<file path="config.mk">
export PLATFORM = sky130hd
export DESIGN_NAME = mp_mgmt_csr
export DESIGN_NICKNAME = d
export VERILOG_FILES = /design/src/rtl/mp_mgmt_pkg.sv /design/src/rtl/mp_perf_cnt.sv /design/src/rtl/mp_mgmt_csr.sv
export SDC_FILE = /design/constraint.sdc
export NUM_CORES = 1
export LEC_CHECK = 0
export CAP_MARGIN = 20
export CORE_ASPECT_RATIO = 0.7
export CORE_MARGIN = 2
export CORE_UTILIZATION = 45
export CTS_CLUSTER_DIAMETER = 100
export DETAILED_ROUTE_END_ITERATION = 12
export PLACE_DENSITY = 0.65
export SYNTH_ARGS = -nofsm -noshare
export SYNTH_HDL_FRONTEND = slang
export SYNTH_SLANG_ARGS = --single-unit
</file>
<file path="constraint.sdc">
create_clock -name sys_clk_i -period 6.3 [get_ports sys_clk_i]
set_input_delay 1.26 -clock sys_clk_i [delete_from_list [all_inputs] [get_ports sys_clk_i]]
set_output_delay 1.26 -clock sys_clk_i [all_outputs]
set_load 0.01 [all_outputs]
</file>
<file path="src/rtl/mp_mgmt_pkg.sv">
// ============================================================================
// mp_mgmt_pkg : shared offsets, FSM encoding and helpers for mp_mgmt_csr
// Revision    : 1.0
// ============================================================================
`default_nettype none

package mp_mgmt_pkg;

  localparam logic [7:0] MSTATUS_OFS = 8'h00;
  localparam logic [7:0] MVEC_OFS    = 8'h04;
  localparam logic [7:0] MEPC_OFS    = 8'h08;
  localparam logic [7:0] MCAUSE_OFS  = 8'h0C;
  localparam logic [7:0] MASK_OFS    = 8'h10;
  localparam logic [7:0] PEND_OFS    = 8'h14;
  localparam logic [7:0] CNT0_OFS    = 8'h40;
  localparam logic [7:0] CNT7_OFS    = 8'h5C;

  localparam int MCAUSE_SWI  = 5;
  localparam int MCAUSE_W    = 6;
  localparam int MSTATUS_MIE = 0;
  localparam int MSTATUS_M32 = 1;

  typedef enum logic [1:0] {
    ST_IDLE   = 2'd0,
    ST_ACCESS = 2'd1,
    ST_RESP   = 2'd2,
    ST_DONE   = 2'd3
  } mgmt_state_e;

  // Halfword-granular merge of write data into a current 32-bit value.
  function automatic logic [31:0] merge_half(input logic [31:0] cur,
                                             input logic [31:0] wd,
                                             input logic [1:0]  wen);
    merge_half = {wen[1] ? wd[31:16] : cur[31:16],
                  wen[0] ? wd[15:0]  : cur[15:0]};
  endfunction

endpackage

`default_nettype wire

</file>
<file path="src/rtl/mp_perf_cnt.sv">
// ============================================================================
// mp_perf_cnt : one wrapping perf counter with halfword-enabled load
// Revision    : 1.0
// ============================================================================
`default_nettype none

module mp_perf_cnt
  import mp_mgmt_pkg::*;
#(
  parameter int CNT_W = 32
) (
  input  logic             clk_i,
  input  logic             rst_i,
  input  logic             inc_i,
  input  logic             load_i,
  input  logic [1:0]       wen_i,
  input  logic [31:0]      data_i,
  output logic [CNT_W-1:0] value_o
);

  logic [CNT_W-1:0] cnt_q, cnt_d;
  logic [31:0]      merged;

  // A load wins over a coincident increment; the increment is lost.
  always_comb begin
    merged = merge_half(32'(cnt_q), data_i, wen_i);
    cnt_d  = cnt_q;
    if (load_i) begin
      cnt_d = merged[CNT_W-1:0];
    end else if (inc_i) begin
      cnt_d = cnt_q + CNT_W'(1);
    end
  end

  always_ff @(posedge clk_i) begin
    if (rst_i) begin
      cnt_q <= '0;
    end else begin
      cnt_q <= cnt_d;
    end
  end

  assign value_o = cnt_q;

endmodule

`default_nettype wire

</file>
<file path="src/rtl/mp_mgmt_csr.sv">
// ============================================================================
// mp_mgmt_csr : management-bus responder holding machine CSRs, irq logic and
//               perf counters for mp_core
// Revision    : 1.0
// ============================================================================
`default_nettype none

module mp_mgmt_csr
  import mp_mgmt_pkg::*;
#(
  parameter logic [31:0] BASE      = 32'h0000_F000,
  parameter int          IRQ_N     = 16,
  parameter int          CNT_W     = 32,
  parameter logic [31:0] RESET_VEC = 32'h0000_0100,
  parameter logic        RESET_M32 = 1'b0
) (
  input  logic             sys_clk_i,
  input  logic             sys_rst_i,
  input  logic             mgmt_req_i,
  input  logic             mgmt_rwn_i,
  input  logic [31:0]      mgmt_adr_i,
  input  logic [1:0]       mgmt_wen_i,
  input  logic [31:0]      mgmt_txd_i,
  output logic             mgmt_ack_o,
  output logic             mgmt_rxe_o,
  output logic [31:0]      mgmt_rxd_o,
  input  logic [IRQ_N-1:0] irq_i,
  input  logic             swi_i,
  input  logic             mie_set_i,
  input  logic [31:0]      pc_epc_i,
  input  logic [7:0]       perf_i,
  output logic             mie_o,
  output logic             m32_o,
  output logic [31:0]      mvec_o,
  output logic [31:0]      mepc_o,
  output logic             exi_o,
  output logic [4:0]       exi_code_o
);

  mgmt_state_e          state_q;
  logic                 ack_q, rxe_q;
  logic [31:0]          rxd_q;
  logic                 rwn_q;
  logic [31:2]          adr_q;
  logic [1:0]           wen_q;
  logic [31:0]          txd_q;

  logic                 mie_q, mie_d;
  logic                 m32_q, m32_d;
  logic [31:0]          mvec_q, mvec_d;
  logic [31:0]          mepc_q, mepc_d;
  logic [MCAUSE_W-1:0]  mcause_q, mcause_d;
  logic [IRQ_N-1:0]     mask_q, mask_d;

  logic [IRQ_N-1:0]     pend;
  logic                 trap;
  logic                 base_hit, cnt_sel, wr, cnt_wr, rd_hit;
  logic [7:0]           ofs;
  logic [31:0]          rd_data;
  logic [7:0]           cnt_load;
  logic [CNT_W-1:0]     cnt_val [8];
  logic                 unused_adr;

  assign unused_adr = ^mgmt_adr_i[1:0];

  assign pend  = irq_i & mask_q;
  assign exi_o = mie_q & (|pend);
  assign trap  = swi_i | exi_o;

  always_comb begin
    exi_code_o = '0;
    for (int i = IRQ_N - 1; i >= 0; i--) begin
      if (pend[i]) exi_code_o = 5'(i);
    end
  end

  assign ofs      = {adr_q[7:2], 2'b00};
  assign base_hit = (adr_q[31:8] == BASE[31:8]);
  assign cnt_sel  = base_hit && (ofs >= CNT0_OFS) && (ofs <= CNT7_OFS);
  assign wr       = (state_q == ST_ACCESS) && !rwn_q && base_hit;
  assign cnt_wr   = wr && cnt_sel && (|wen_q);

  // Handshake FSM; the transaction fields are captured when req is first seen.
  always_ff @(posedge sys_clk_i) begin
    if (sys_rst_i) begin
      state_q <= ST_IDLE;
      ack_q   <= 1'b0;
      rxe_q   <= 1'b0;
      rxd_q   <= '0;
      rwn_q   <= 1'b0;
      adr_q   <= '0;
      wen_q   <= '0;
      txd_q   <= '0;
    end else begin
      case (state_q)
        ST_IDLE: begin
          if (mgmt_req_i) begin
            state_q <= ST_ACCESS;
            rwn_q   <= mgmt_rwn_i;
            adr_q   <= mgmt_adr_i[31:2];
            wen_q   <= mgmt_wen_i;
            txd_q   <= mgmt_txd_i;
          end
        end
        ST_ACCESS: begin
          state_q <= ST_RESP;
          ack_q   <= 1'b1;
          rxe_q   <= rwn_q & rd_hit;
          rxd_q   <= (rwn_q & rd_hit) ? rd_data : '0;
        end
        ST_RESP: begin
          state_q <= ST_DONE;
          ack_q   <= 1'b0;
          rxe_q   <= 1'b0;
          rxd_q   <= '0;
        end
        ST_DONE: begin
          if (!mgmt_req_i) state_q <= ST_IDLE;
        end
        default: state_q <= ST_IDLE;
      endcase
    end
  end

  always_comb begin
    rd_hit  = 1'b1;
    rd_data = '0;
    if (!base_hit) begin
      rd_hit = 1'b0;
    end else if (cnt_sel) begin
      rd_data = 32'(cnt_val[adr_q[4:2]]);
    end else begin
      case (ofs)
        MSTATUS_OFS: rd_data = {30'b0, m32_q, mie_q};
        MVEC_OFS:    rd_data = mvec_q;
        MEPC_OFS:    rd_data = mepc_q;
        MCAUSE_OFS:  rd_data = 32'(mcause_q);
        MASK_OFS:    rd_data = 32'(mask_q);
        PEND_OFS:    rd_data = 32'(pend);
        default:     rd_hit  = 1'b0;
      endcase
    end
  end

  // Bus write first, then mie_set, then trap: later assignments win.
  always_comb begin
    mie_d    = mie_q;
    m32_d    = m32_q;
    mvec_d   = mvec_q;
    mepc_d   = mepc_q;
    mcause_d = mcause_q;
    mask_d   = mask_q;
    if (wr) begin
      case (ofs)
        MSTATUS_OFS: begin
          if (wen_q[0]) begin
            mie_d = txd_q[MSTATUS_MIE];
            m32_d = txd_q[MSTATUS_M32];
          end
        end
        MVEC_OFS: mvec_d = merge_half(mvec_q, txd_q, wen_q);
        MEPC_OFS: mepc_d = merge_half(mepc_q, txd_q, wen_q);
        MASK_OFS: begin
          for (int i = 0; i < IRQ_N; i++) begin
            if (wen_q[i >= 16]) mask_d[i] = txd_q[i];
          end
        end
        default: ;
      endcase
    end
    if (mie_set_i) mie_d = 1'b1;
    if (trap) begin
      mie_d  = 1'b0;
      mepc_d = pc_epc_i;
      if (swi_i) begin
        mcause_d             = '0;
        mcause_d[MCAUSE_SWI] = 1'b1;
      end else begin
        mcause_d = {1'b0, exi_code_o};
      end
    end
  end

  always_ff @(posedge sys_clk_i) begin
    if (sys_rst_i) begin
      mie_q    <= 1'b0;
      m32_q    <= RESET_M32;
      mvec_q   <= RESET_VEC;
      mepc_q   <= '0;
      mcause_q <= '0;
      mask_q   <= '0;
    end else begin
      mie_q    <= mie_d;
      m32_q    <= m32_d;
      mvec_q   <= mvec_d;
      mepc_q   <= mepc_d;
      mcause_q <= mcause_d;
      mask_q   <= mask_d;
    end
  end

  for (genvar g = 0; g < 8; g++) begin : g_cnt
    assign cnt_load[g] = cnt_wr && (adr_q[4:2] == 3'(g));

    mp_perf_cnt #(
      .CNT_W (CNT_W)
    ) u_cnt (
      .clk_i   (sys_clk_i),
      .rst_i   (sys_rst_i),
      .inc_i   (perf_i[g]),
      .load_i  (cnt_load[g]),
      .wen_i   (wen_q),
      .data_i  (txd_q),
      .value_o (cnt_val[g])
    );
  end

  assign mgmt_ack_o = ack_q;
  assign mgmt_rxe_o = rxe_q;
  assign mgmt_rxd_o = rxd_q;
  assign mie_o      = mie_q;
  assign m32_o      = m32_q;
  assign mvec_o     = mvec_q;
  assign mepc_o     = mepc_q;

endmodule

`default_nettype wire

</file>
==> results by group <==
Place
  • GPL Wtd Cong: 1.02
  • Post-DP Area: 27500 um2
  • Dpl cells: 3869
  • Detailed placement HPWL: 78200 um
  • # port buffers: 230

Worst setup path
  • CP Launch Type: input pin
  • R2R Path Start: adr_q[2]
  • Crit Path Class: in2out
  • Reg-to-reg setup timing slack: 2.11 ns
  • Worst setup path startpoint: irq_i[13]
  • CP endpoint kind: output port
  • Maximum fanout along the worst path: 3
  • R2R depth: 8
  • Critical path arrival: 3.50 ns
  • Req. time, crit path: 5.04 ns

Yosys
  • Yosys top cell by area: dfxtp_1
  • Sequential fraction of the synthesis area: 36.0%
  • Synthesized cell area: 24700 um2
  • Mux cell area share after synthesis: 8.38%
  • Adder-cell share of the synthesized area: 0.659%
  • Synth Flop Type: dfxtp_1
  • Largest cells by area after synthesis: dfxtp_1, nand2_1, mux4_2
  • Mapped Cells: 3081
  • Largest family of logic cells by synthesized area: simple AND/OR/NAND/NOR gates
  • Mapped Nets: 3222
  • #FFs+latches synth: 444
  • Asr flop ratio synth: 0%
  • Ys Warns: 0
  • Avg Inst Size Synth: 8.01 um2
  • Post-Synth XOR/XNOR Area: 0.426%
  • Post-synth EDFFs: 0
  • Commonest cells post-synth: nand2_1, dfxtp_1, a21oi_1
  • Count leader, synth: nand2_1
  • Distinct cells, synth: 89
  • Yosys top cell area share: 36.0%
  • Compound-Gate Fraction of Synth Area: 22.7%
  • Simple-gate share of the synthesized area: 27.4%

Cells and area
  • P&R area growth vs syn: 18.2%
  • Fin cells: 3957
  • Fill cells: 5013
  • Share of layout cells above drive strength 1: 9.30%
  • Final #Nets: 3331
  • Multi-input logic area: 14800 um2
  • Storage cell area: 8900 um2
  • Design Area, Final: 29200 um2

Global route
  • First-pass GRT wire length: 157000 um
  • Maximum number of pins on one net before global-route repair: 91
  • Vias in the first global route: 24500
  • Initial antenna violation count: 7
  • Gr usage total: 36.4%
  • Gr ovfl total: 0

CTS
  • Number of H-tree levels: 2
  • Clock root cell: clkbuf_16
  • CTS tree: yes
  • Gates resized, CTS repair: 0
  • Clock sinks: 444
  • Cts bufs inserted: 47
  • Clock buffer depth: 3
  • Clk pin slew, worst setup/hold paths: 0.06 ns
  • Post-CTS setup buffers: 0
  • Worst-Skew Late Latency: 0.59 ns
  • Hold_buf cts: 0

STA
  • Fmax: 0.210 GHz
  • Worst-Margin Slew: 1.15 ns
  • Slew HR: 23.1%
  • Period utilization: 75.6%
  • Final setup TNS: 0 ns
  • Skew final: 0.0153 ns
  • Crit path time final: 4.76 ns
  • Unrepaired setup endpoints after global routing: no
  • Final Setup Violations: 0
  • Max Slew Vio Count: 0
  • Hold Vio Cnt, Final: 0

Detailed routing
  • Routed wire per std cell: 27.1 um
  • Drt total wl: 107000 um
  • Remaining DRCs: 0
  • Vias post-DR: 27000
  • Initial DRC count: 3883
  • First-pass DRT Iterations: 6
  • DRT antenna net count: 0
  • Vias per inst: 6.81

Die
  • Width of the die: 284 um
  • Die Y: 200 um
  • Cell Rows: 71
  • Die area: 56700 um2
  • IO Pins: 234
  • Initial core utilization: 45.8%
  • Core Region: 53900 um2

Power and ir drop
  • Clk network pwr share: 39.2%
  • Switching Fraction: 33.5%
  • Int Power: 0.00515 W
  • Sw Pwr: 0.00259 W
  • Comb pwr share: 17.8%
  • Worst VDD drop: 0.275 mV
  • Sequential power share: 42.9%
  • Pwr Density: 266 nW/um2
  • Leakage: 9.56 nW

Worst hold path
  • Worst Min Path Start: adr_q[29]
  • Hold Path Depth: 2
  • Hold Crit Class: reg2reg

Status
  • Status: finished, final reports clean

Run
  • Max-Cap Viols: 0
logic make-up (layout without fill, tap and decap cells):
| family | count (synthesis) | in the layout |
|---|---|---|
| other | 1 | 3 |
| multiplexers | 121 | 121 |
| AND/OR/NAND/NOR | 1378 | 1378 |
| adder cells (fa/ha/maj) | 13 | 13 |
| AO/OA/AOI/OAI | 841 | 841 |
| buffers and inverters | 271 | 415 |
| flip-flops | 444 | 444 |
| XOR/XNOR | 12 | 12 |
critical path, cell delays in order:
cell and delay (ns):
clkdlybuf4s50_1 0.45, and2_1 0.19, o311ai_0 0.50, a21boi_0 0.17, o21ai_0 0.20, and2_1 0.19, clkdlybuf4s50_1 0.55
cell type report:
cell class | count | share of cell area (%)
Inverter | 44 | 0.566
Clock inverter | 20 | 0.901
Clock buffer | 64 | 4.74
Tap cell | 730 | 3.13
Timing Repair Buffer | 287 | 9.47
Antenna cell | 2 | 0.0172
Multi-Input combinational cell | 2366 | 50.7
Sequential cell | 444 | 30.5
through the flow:
step | hold WS [ns] | setup slack (ns) | utilization (%) | total power, W
6_report | 0.456 | 1.54 | 54.1 | 0.00775
5_1_grt | 0.476 | 1.43 | 54.1 | 0.00795
4_1_cts | 0.455 | 1.62 | 54.1 | 0.00769
3_5_place_dp | 0.447 | 1.63 | 51.0 | 0.00469
3_3_place_gp | 0.436 | 1.52 | 50.9 | 0.00466
2_1_floorplan | 0.431 | 2.82 | - | 0.00399
layout by cell type, fill, tap and decap left out, types with 45 or more instances in the layout:
cell,instances
a211oi_1,121
a21oi_1,245
a311oi_1,55
a31oi_1,45
and2_1,48
and3_1,84
buf_4,53
clkbuf_16,49
clkdlybuf4s50_1,229
dfxtp_1,440
mux2_2,45
mux4_2,64
nand2_1,510
nand3_1,141
nand4_1,67
nor2_1,195
nor3_1,129
nor4_1,70
o21ai_0,146
flip-flops by register name, indices dropped and copies added, names as in the netlist:
name / count
g_cnt.u_cnt.value_o: 256
mepc_o: 32
mgmt_rxd_o: 32
mvec_o: 32
txd_q: 32
adr_q: 30
mask_q: 16
mcause_q: 5
state_q: 2
wen_q: 2
m32_o: 1
mgmt_ack_o: 1
mgmt_rxe_o: 1
mie_o: 1
rwn_q: 1
path summary, 6_finish.rpt:
| path | to |
|---|---|
| max | exi_code_o[1] |
| min reg2reg | adr_q[29] |
| min | adr_q[29] |
| max reg2reg | g_cnt[1].u_cnt.value_o[1] |
power groups by stage:
stage                     Combinational, W  Clock (W)  Sequential [W]
after detailed placement           0.00133          0         0.00336
after global routing               0.00145    0.00316         0.00333
after floorplan                   0.000907          0         0.00308
final                              0.00138    0.00304         0.00333
after global placement             0.00130          0         0.00336
after CTS                          0.00133    0.00306         0.00330
routing by layer:
metal	up-vias	part of all wire, %	wire length (um)	global-route usage, %
li1	11800	-	-	-
met1	13000	43	45700	52.9
met2	1901	39	42400	50.0
met3	248	15	16100	12.5
met4	2	3.0	3180	11.2
met5	-	0.0084	9	0
No activity file was read; power rests on OpenSTA's default activity.
